`config.mk`:
```
export PLATFORM = sky130hd
export DESIGN_NAME = uart_rx_frontend_flat
export DESIGN_NICKNAME = d
export VERILOG_FILES = /design/src/rtl/uart_rx_frontend_if.sv /design/src/rtl/uart_rx_frontend.sv /design/src/flat_wrapper.sv
export SDC_FILE = /design/constraint.sdc
export NUM_CORES = 1
export LEC_CHECK = 0
export ABC_CLOCK_PERIOD_IN_PS = 3400
export CAP_MARGIN = 0
export CELL_PAD_IN_SITES_DETAIL_PLACEMENT = 1
export CELL_PAD_IN_SITES_GLOBAL_PLACEMENT = 1
export CORE_ASPECT_RATIO = 2
export CORE_MARGIN = 2
export CORE_UTILIZATION = 35
export CTS_BUF_LIST = sky130_fd_sc_hd__clkbuf_4 sky130_fd_sc_hd__clkbuf_8
export CTS_CLUSTER_DIAMETER = 120
export CTS_CLUSTER_SIZE = 10
export DETAILED_ROUTE_END_ITERATION = 12
export HOLD_SLACK_MARGIN = 0.05
export PLACE_DENSITY = 0.69
export SLEW_MARGIN = 5
export SYNTH_ARGS = -nofsm -noshare
export SYNTH_HDL_FRONTEND = slang
export SYNTH_SLANG_ARGS = --single-unit
```
`constraint.sdc`:
```
create_clock -name CLK -period 3.4 [get_ports CLK]
set_input_delay 1.02 -clock CLK [delete_from_list [all_inputs] [get_ports CLK]]
set_output_delay 1.02 -clock CLK [all_outputs]
set_load 0.1 [all_outputs]
```
`src/rtl/uart_rx_frontend_if.sv`:
```
// ---------------------------------------------------------------------------
// uart_rx_frontend_if
// Write-side bundle from the UART receive front end into the RX FIFO.
//   rx_done_tick : one-cycle strobe, dout valid (FIFO write enable)
//   dout         : received data word
//   frame_err    : stop bit of the last frame sampled low
//   parity_err   : parity mismatch on the last frame (0 when parity is not built)
// Modports:
//   master : driven by uart_rx_frontend
//   slave  : FIFO / observer side
// ---------------------------------------------------------------------------
interface uart_rx_frontend_if #(
    parameter int N_BIT = 8
);
    logic             rx_done_tick;
    logic [N_BIT-1:0] dout;
    logic             frame_err;
    logic             parity_err;

    modport master (output rx_done_tick, output dout, output frame_err, output parity_err);
    modport slave  (input  rx_done_tick, input  dout, input  frame_err, input  parity_err);
endinterface

```
`src/rtl/uart_rx_frontend.sv`:
```
// ---------------------------------------------------------------------------
// uart_rx_frontend
// Serial receive front end feeding the UART RX FIFO: two-flop synchroniser,
// free-running 16x oversampling tick, start-bit validation, 2-of-3 majority
// sampling per bit, stop-bit check and a one-cycle write strobe per frame.
//
// Ports:
//   CLK    : system clock, rising edge
//   RESET  : asynchronous active-low reset
//   rx     : raw serial line, idle high, asynchronous to CLK
//   s_tick : oversampling tick (one cycle every DVSR clocks), for the TX side
//   wr     : FIFO write bundle (rx_done_tick, dout, frame_err, parity_err)
//
// Build option: define UART_RX_PARITY_EN to insert a parity bit between the
// data bits and the stop bit (sense set by PARITY_ODD). Without it the frame
// is N_BIT+2 bits long and parity_err is held at 0.
// N_BIT must be at least 2.
// ---------------------------------------------------------------------------
module uart_rx_frontend #(
    parameter int N_BIT      = 8,
    parameter int N_TICK     = 16,
    parameter int DVSR       = 163,
    parameter int DVSR_BIT   = 8,
    parameter bit PARITY_ODD = 1'b0
) (
    input  logic                 CLK,
    input  logic                 RESET,
    input  logic                 rx,
    output logic                 s_tick,
    uart_rx_frontend_if.master   wr
);
    localparam int SW = (N_TICK > 1) ? $clog2(N_TICK) : 1;
    localparam int NW = (N_BIT > 1) ? $clog2(N_BIT) : 1;

    localparam logic [SW-1:0]       S_LAST = SW'(N_TICK - 1);
    localparam logic [SW-1:0]       S_MID  = SW'(N_TICK / 2 - 1);
    localparam logic [SW-1:0]       S_SMP0 = SW'(N_TICK - 3);
    localparam logic [SW-1:0]       S_SMP1 = SW'(N_TICK - 2);
    localparam logic [NW-1:0]       N_LAST = NW'(N_BIT - 1);
    localparam logic [DVSR_BIT-1:0] B_LAST = DVSR_BIT'(DVSR - 1);

    typedef enum logic [2:0] {IDLE, START, DATA, PARITY, STOP, BREAK_WAIT} state_t;

    // synchroniser
    logic rx_meta_q, rx_s_q;

    always_ff @(posedge CLK or negedge RESET) begin
        if (!RESET) begin
            rx_meta_q <= 1'b1;
            rx_s_q    <= 1'b1;
        end else begin
            rx_meta_q <= rx;
            rx_s_q    <= rx_meta_q;
        end
    end

    // baud generator: free-running, independent of the FSM
    logic [DVSR_BIT-1:0] baud_q, baud_d;
    logic                tick;

    assign tick   = (baud_q == B_LAST);
    assign baud_d = tick ? '0 : baud_q + 1'b1;
    assign s_tick = tick;

    // receiver state
    state_t           state_q, state_d;
    logic [SW-1:0]    s_q, s_d;
    logic [NW-1:0]    n_q, n_d;
    logic [N_BIT-1:0] sh_q, sh_d;
    logic [1:0]       smp_q, smp_d;
    logic [N_BIT-1:0] dout_q, dout_d;
    logic             done_q, done_d;
    logic             fe_q, fe_d;
    logic             maj;

    // The third sample is the live rx_s on the consuming tick, so the vote
    // needs only the two earlier samples stored.
    assign maj = (smp_q[0] & smp_q[1]) | (smp_q[0] & rx_s_q) | (smp_q[1] & rx_s_q);

`ifdef UART_RX_PARITY_EN
    logic par_q, par_d;
    logic pe_q, pe_d;
`else
    // parity sense only matters when the parity state is built in
    logic unused_parity_odd;
    assign unused_parity_odd = PARITY_ODD;
`endif

    always_comb begin
        state_d = state_q;
        s_d     = s_q;
        n_d     = n_q;
        sh_d    = sh_q;
        smp_d   = smp_q;
        dout_d  = dout_q;
        fe_d    = fe_q;
        done_d  = 1'b0;
`ifdef UART_RX_PARITY_EN
        par_d   = par_q;
        pe_d    = pe_q;
`endif

        if (tick && (state_q == DATA || state_q == PARITY || state_q == STOP)) begin
            if (s_q == S_SMP0) smp_d[0] = rx_s_q;
            if (s_q == S_SMP1) smp_d[1] = rx_s_q;
        end

        case (state_q)
            IDLE: begin
                if (!rx_s_q) begin
                    state_d = START;
                    s_d     = '0;
                end
            end
            START: begin
                if (tick) begin
                    if (s_q == S_MID) begin
                        // line must still be low mid start bit, else glitch
                        if (!rx_s_q) begin
                            state_d = DATA;
                            s_d     = '0;
                            n_d     = '0;
                        end else begin
                            state_d = IDLE;
                        end
                    end else begin
                        s_d = s_q + 1'b1;
                    end
                end
            end
            DATA: begin
                if (tick) begin
                    if (s_q == S_LAST) begin
                        s_d  = '0;
                        sh_d = {maj, sh_q[N_BIT-1:1]};
                        if (n_q == N_LAST) begin
`ifdef UART_RX_PARITY_EN
                            state_d = PARITY;
`else
                            state_d = STOP;
`endif
                        end else begin
                            n_d = n_q + 1'b1;
                        end
                    end else begin
                        s_d = s_q + 1'b1;
                    end
                end
            end
`ifdef UART_RX_PARITY_EN
            PARITY: begin
                if (tick) begin
                    if (s_q == S_LAST) begin
                        s_d     = '0;
                        par_d   = maj;
                        state_d = STOP;
                    end else begin
                        s_d = s_q + 1'b1;
                    end
                end
            end
`endif
            STOP: begin
                if (tick) begin
                    if (s_q == S_LAST) begin
                        s_d    = '0;
                        dout_d = sh_q;
                        done_d = 1'b1;
                        fe_d   = ~maj;
`ifdef UART_RX_PARITY_EN
                        pe_d   = (^sh_q) ^ par_q ^ PARITY_ODD;
`endif
                        // a low stop bit may be a break: wait for the line to
                        // go idle before hunting for the next start edge
                        state_d = maj ? IDLE : BREAK_WAIT;
                    end else begin
                        s_d = s_q + 1'b1;
                    end
                end
            end
            BREAK_WAIT: begin
                if (rx_s_q) state_d = IDLE;
            end
            default: state_d = IDLE;
        endcase
    end

    always_ff @(posedge CLK or negedge RESET) begin
        if (!RESET) begin
            baud_q  <= '0;
            state_q <= IDLE;
            s_q     <= '0;
            n_q     <= '0;
            sh_q    <= '0;
            smp_q   <= '0;
            dout_q  <= '0;
            done_q  <= 1'b0;
            fe_q    <= 1'b0;
        end else begin
            baud_q  <= baud_d;
            state_q <= state_d;
            s_q     <= s_d;
            n_q     <= n_d;
            sh_q    <= sh_d;
            smp_q   <= smp_d;
            dout_q  <= dout_d;
            done_q  <= done_d;
            fe_q    <= fe_d;
        end
    end

`ifdef UART_RX_PARITY_EN
    always_ff @(posedge CLK or negedge RESET) begin
        if (!RESET) begin
            par_q <= 1'b0;
            pe_q  <= 1'b0;
        end else begin
            par_q <= par_d;
            pe_q  <= pe_d;
        end
    end
    assign wr.parity_err = pe_q;
`else
    assign wr.parity_err = 1'b0;
`endif

    assign wr.rx_done_tick = done_q;
    assign wr.dout         = dout_q;
    assign wr.frame_err    = fe_q;
endmodule
```
`src/flat_wrapper.sv`:
```
// flat-port wrapper written by rule: the top's interface ports become plain ports
module uart_rx_frontend_flat 
#(
    parameter int N_BIT      = 8,
    parameter int N_TICK     = 16,
    parameter int DVSR       = 163,
    parameter int DVSR_BIT   = 8,
    parameter bit PARITY_ODD = 1'b0
)
  (CLK, RESET, rx, s_tick, wr_rx_done_tick, wr_dout, wr_frame_err, wr_parity_err);
  uart_rx_frontend_if #(.N_BIT(N_BIT)) wr_i ();
  input  logic CLK;
  input  logic RESET;
  input  logic rx;
  output logic s_tick;
  output wire logic [$bits(wr_i.rx_done_tick)-1:0] wr_rx_done_tick;
  output wire logic [$bits(wr_i.dout)-1:0] wr_dout;
  output wire logic [$bits(wr_i.frame_err)-1:0] wr_frame_err;
  output wire logic [$bits(wr_i.parity_err)-1:0] wr_parity_err;
  assign wr_rx_done_tick = wr_i.rx_done_tick;
  assign wr_dout = wr_i.dout;
  assign wr_frame_err = wr_i.frame_err;
  assign wr_parity_err = wr_i.parity_err;
  uart_rx_frontend #(.N_BIT(N_BIT), .N_TICK(N_TICK), .DVSR(DVSR), .DVSR_BIT(DVSR_BIT), .PARITY_ODD(PARITY_ODD)) u_core (.CLK(CLK), .RESET(RESET), .rx(rx), .s_tick(s_tick), .wr(wr_i));
endmodule
```
==> metrics.csv <==
metric,value,unit
fin. max-slew vios,0,
startpoint types,flip-flop,
hold_buf cts,0,
Synth-to-Final Area Change,13.3,%
row count,38,
unique cell type count in the Yosys netlist,50,
Worst path max stage delay,440,ps
MaxCap Viol Count,0,
FF-to-FF End,u_core.s_q[2]$_DFFE_PN0P_,
clk buf depth,2,
flop2flop setup slack,1130,ps
clk sinks,40,
Root Driver,clkbuf_8,
"Cell Area, Synth",1980,µm²
Synth Flop Type,dfrtp_1,
status,"complete, no violations",
"Seq/Total Area, Yosys",50.6,%
crit-path max FO,12,
"Hold Violations, Final",0,
global route overflow,0,
CP Buf/Inv Count,2,
Worst Hold Launch,u_core.rx_meta_q$_DFF_PN1_,
die height,110,µm
Gate Count Post-Synth,168,
DR pass1 iterations,4,
post-DR vias/cell,5.69,
H-tree depth,2,
clk slew on worst S/H paths,80,ps
Leak,1.10,nW
post-route ant nets,0,
Fin Setup TNS,0,ps
Reg2Reg Depth,5,
CTS buffer count,5,
Hold Crit Depth,0,
Finished Layout Cells,242,
Die X-Extent,57.2,µm
CP Launch Point,u_core.baud_q[3]$_DFF_PN0_,
RSZ-0062 raised after global routing,no,
"Async S/R FF share, synth",100,%
"Setup violations, final",0,
"most common cell after layout, fill and taps aside",dfrtp_1,
Detailed Place HPWL,3.13,mm
share of cells above drive strength 1,30.2,%
CP required,2380,ps
critical path class,reg2out,
nets@finish,191,
peak supply drop,0.279,mV
"commonest cells after routing, fill and taps aside","38 x dfrtp_1, 22 x mux2_2, 11 x buf_4",
WHS,356,ps
CTS tree,done,
Inst Count DP,234,
via count,1376,
Initial Util,36.2,%
yosys warns,0,
# IOs,15,
first-pass GRT wire length,7.40,mm
"Net Count, Synth",178,
GP Congestion,0.802,
Slowest cell on crit path,dfrtp_1,
Worst-Margin Slew,891,ps
slew margin rel.,40.6,%
post_cts resized,0,
Worst setup EP type,output port,
DR iter-0 viols,36,
PD cells,394,nW/µm²
ant diodes,0,
critical path's top delay family,simple AND/OR/NAND/NOR gates,
DR WL/cell,17.8,µm
period utilization,91.5,%
final wirelength,4.30,mm
Layout Skew,6.30,ps
R2R Path Start,u_core.baud_q[3]$_DFF_PN0_,
"FF+latch count, synth",40,
Fmax,0.322,GHz
Global Route Usage Sum,15.0,%
syn_area_per_cell,11.8,µm²
Crit path depth,4,
number of synthesized flops with an enable pin,0,
drc violations,0,
initial antenna violation count,0,
postcts setup bufs,0,
CP endpoint,s_tick,
WP data arrival,2090,ps
Clock Latency Late Sink,300,ps
Port Buffers,13,
Tmin final,3110,ps
CP Cell Sequence,or3_4 -> or2_1 -> inv_1 -> buf_12,
core area,5470,µm²
largest net degree at the start of global routing,41,
vias in the first global route,1532,
DIE AREA,6320,µm²
Hold Path Class,reg2reg,
[metal layers]
| layer | part of all wire, % | track usage, % | vias to the layer above |
|---|---|---|---|
| met4 | 3.1 | 6.05 | 0 |
| met1 | 37 | 15.7 | 697 |
| met2 | 57 | 27.5 | 32 |
| met5 | 0 | 0 | - |
| met3 | 3.2 | 3.51 | 11 |
| li1 | - | - | 636 |
[state kept, by name, summed over array words and instances, names as in the netlist]
signal,count
u_core.baud_q,8
u_core.n_q,3
u_core.rx_meta_q,1
u_core.rx_s_q,1
u_core.s_q,4
u_core.sh_q,8
u_core.smp_q,2
u_core.state_q,3
u_core.wr.dout,8
u_core.wr.frame_err,1
u_core.wr.rx_done_tick,1
[worst reg2reg max path: stages, from the launching register on]
cell and delay, ps:
dfrtp_1 440, or3_4 420, or2_1 330, inv_1 370, o211ai_1 250, a211o_1 350
[stage by stage]
stage	utilization, %	area [µm²]	worst slack, ps	power, mW
floorplan	-	1980	834	0.495
global placement	39.0	2130	666	0.505
detailed placement	39.0	2130	607	0.506
CTS	41.1	2240	264	0.902
global route	41.1	2240	145	0.927
finish	41.1	2240	290	0.884
[kinds of logic (layout without fill, tap and decap cells)]
group | after synthesis | count (layout) | synth area share (%)
AND/OR/NAND/NOR | 47 | 47 | 14.6
flip-flops | 40 | 40 | 50.6
AO/OA/AOI/OAI | 30 | 30 | 11.2
multiplexers | 22 | 22 | 12.5
buffers and inverters | 15 | 29 | 3.72
adder cells (fa/ha/maj) | 8 | 8 | 4.92
XOR/XNOR | 5 | 5 | 2.21
other | 1 | 1 | 0.189
[how the worst min path moves through the flow]
stage / to / slack (ps)
CTS: u_core.rx_s_q$_DFF_PN1_ / 360
global route: u_core.rx_s_q$_DFF_PN1_ / 360
detailed placement: u_core.rx_s_q$_DFF_PN1_ / 350
global placement: u_core.rx_s_q$_DFF_PN1_ / 350
finish: u_core.rx_s_q$_DFF_PN1_ / 360
floorplan: u_core.rx_s_q$_DFF_PN1_ / 350
[cell usage after synthesis (2+ instances only)]
cell type  instances  area, µm²
o21ai_0            6       30.0
buf_2              2       10.0
mux2_2            22        248
nand3_1            8       40.0
a21oi_1            3       15.0
xor2_1             2       17.5
ha_1               7       87.6
nand2b_1           4       25.0
o32ai_1            2       17.5
and3_1             3       18.8
nand2_1            4       15.0
dfstp_2            2       52.6
a31oi_1            2       12.5
a211o_1            2       17.5
o211ai_1           3       22.5
nor2_1             7       26.3
inv_1              7       26.3
nor3_1             2       10.0
dfrtp_1           38        951
nor4_1             2       12.5
xnor2_1            3       26.3
o2bb2ai_1          2       17.5
buf_4              2       15.0
clkbuf_1           3       11.3
nor2b_1            3       18.8
nand4_1            2       12.5
or3b_2             2       17.5
[final cells by class]
class / count / area [µm²]
repair buffers: 14 / 118
flip-flops and latches: 40 / 1000
clock inverters: 3 / 42.5
inverters: 7 / 26.3
well taps: 60 / 75.1
fillers: 600 / 3220
multi-input cells: 113 / 911
clock buffers: 5 / 68.8
[report_power, final]
group / switching [mW] / internal [mW] / total (mW)
clock: 0.171 / 0.217 / 0.388
sequential: 0.00159 / 0.477 / 0.479
combinational: 0.0146 / 0.00210 / 0.0167
total: 0.187 / 0.697 / 0.884
Note: power is estimated with default switching activity, not from simulation.
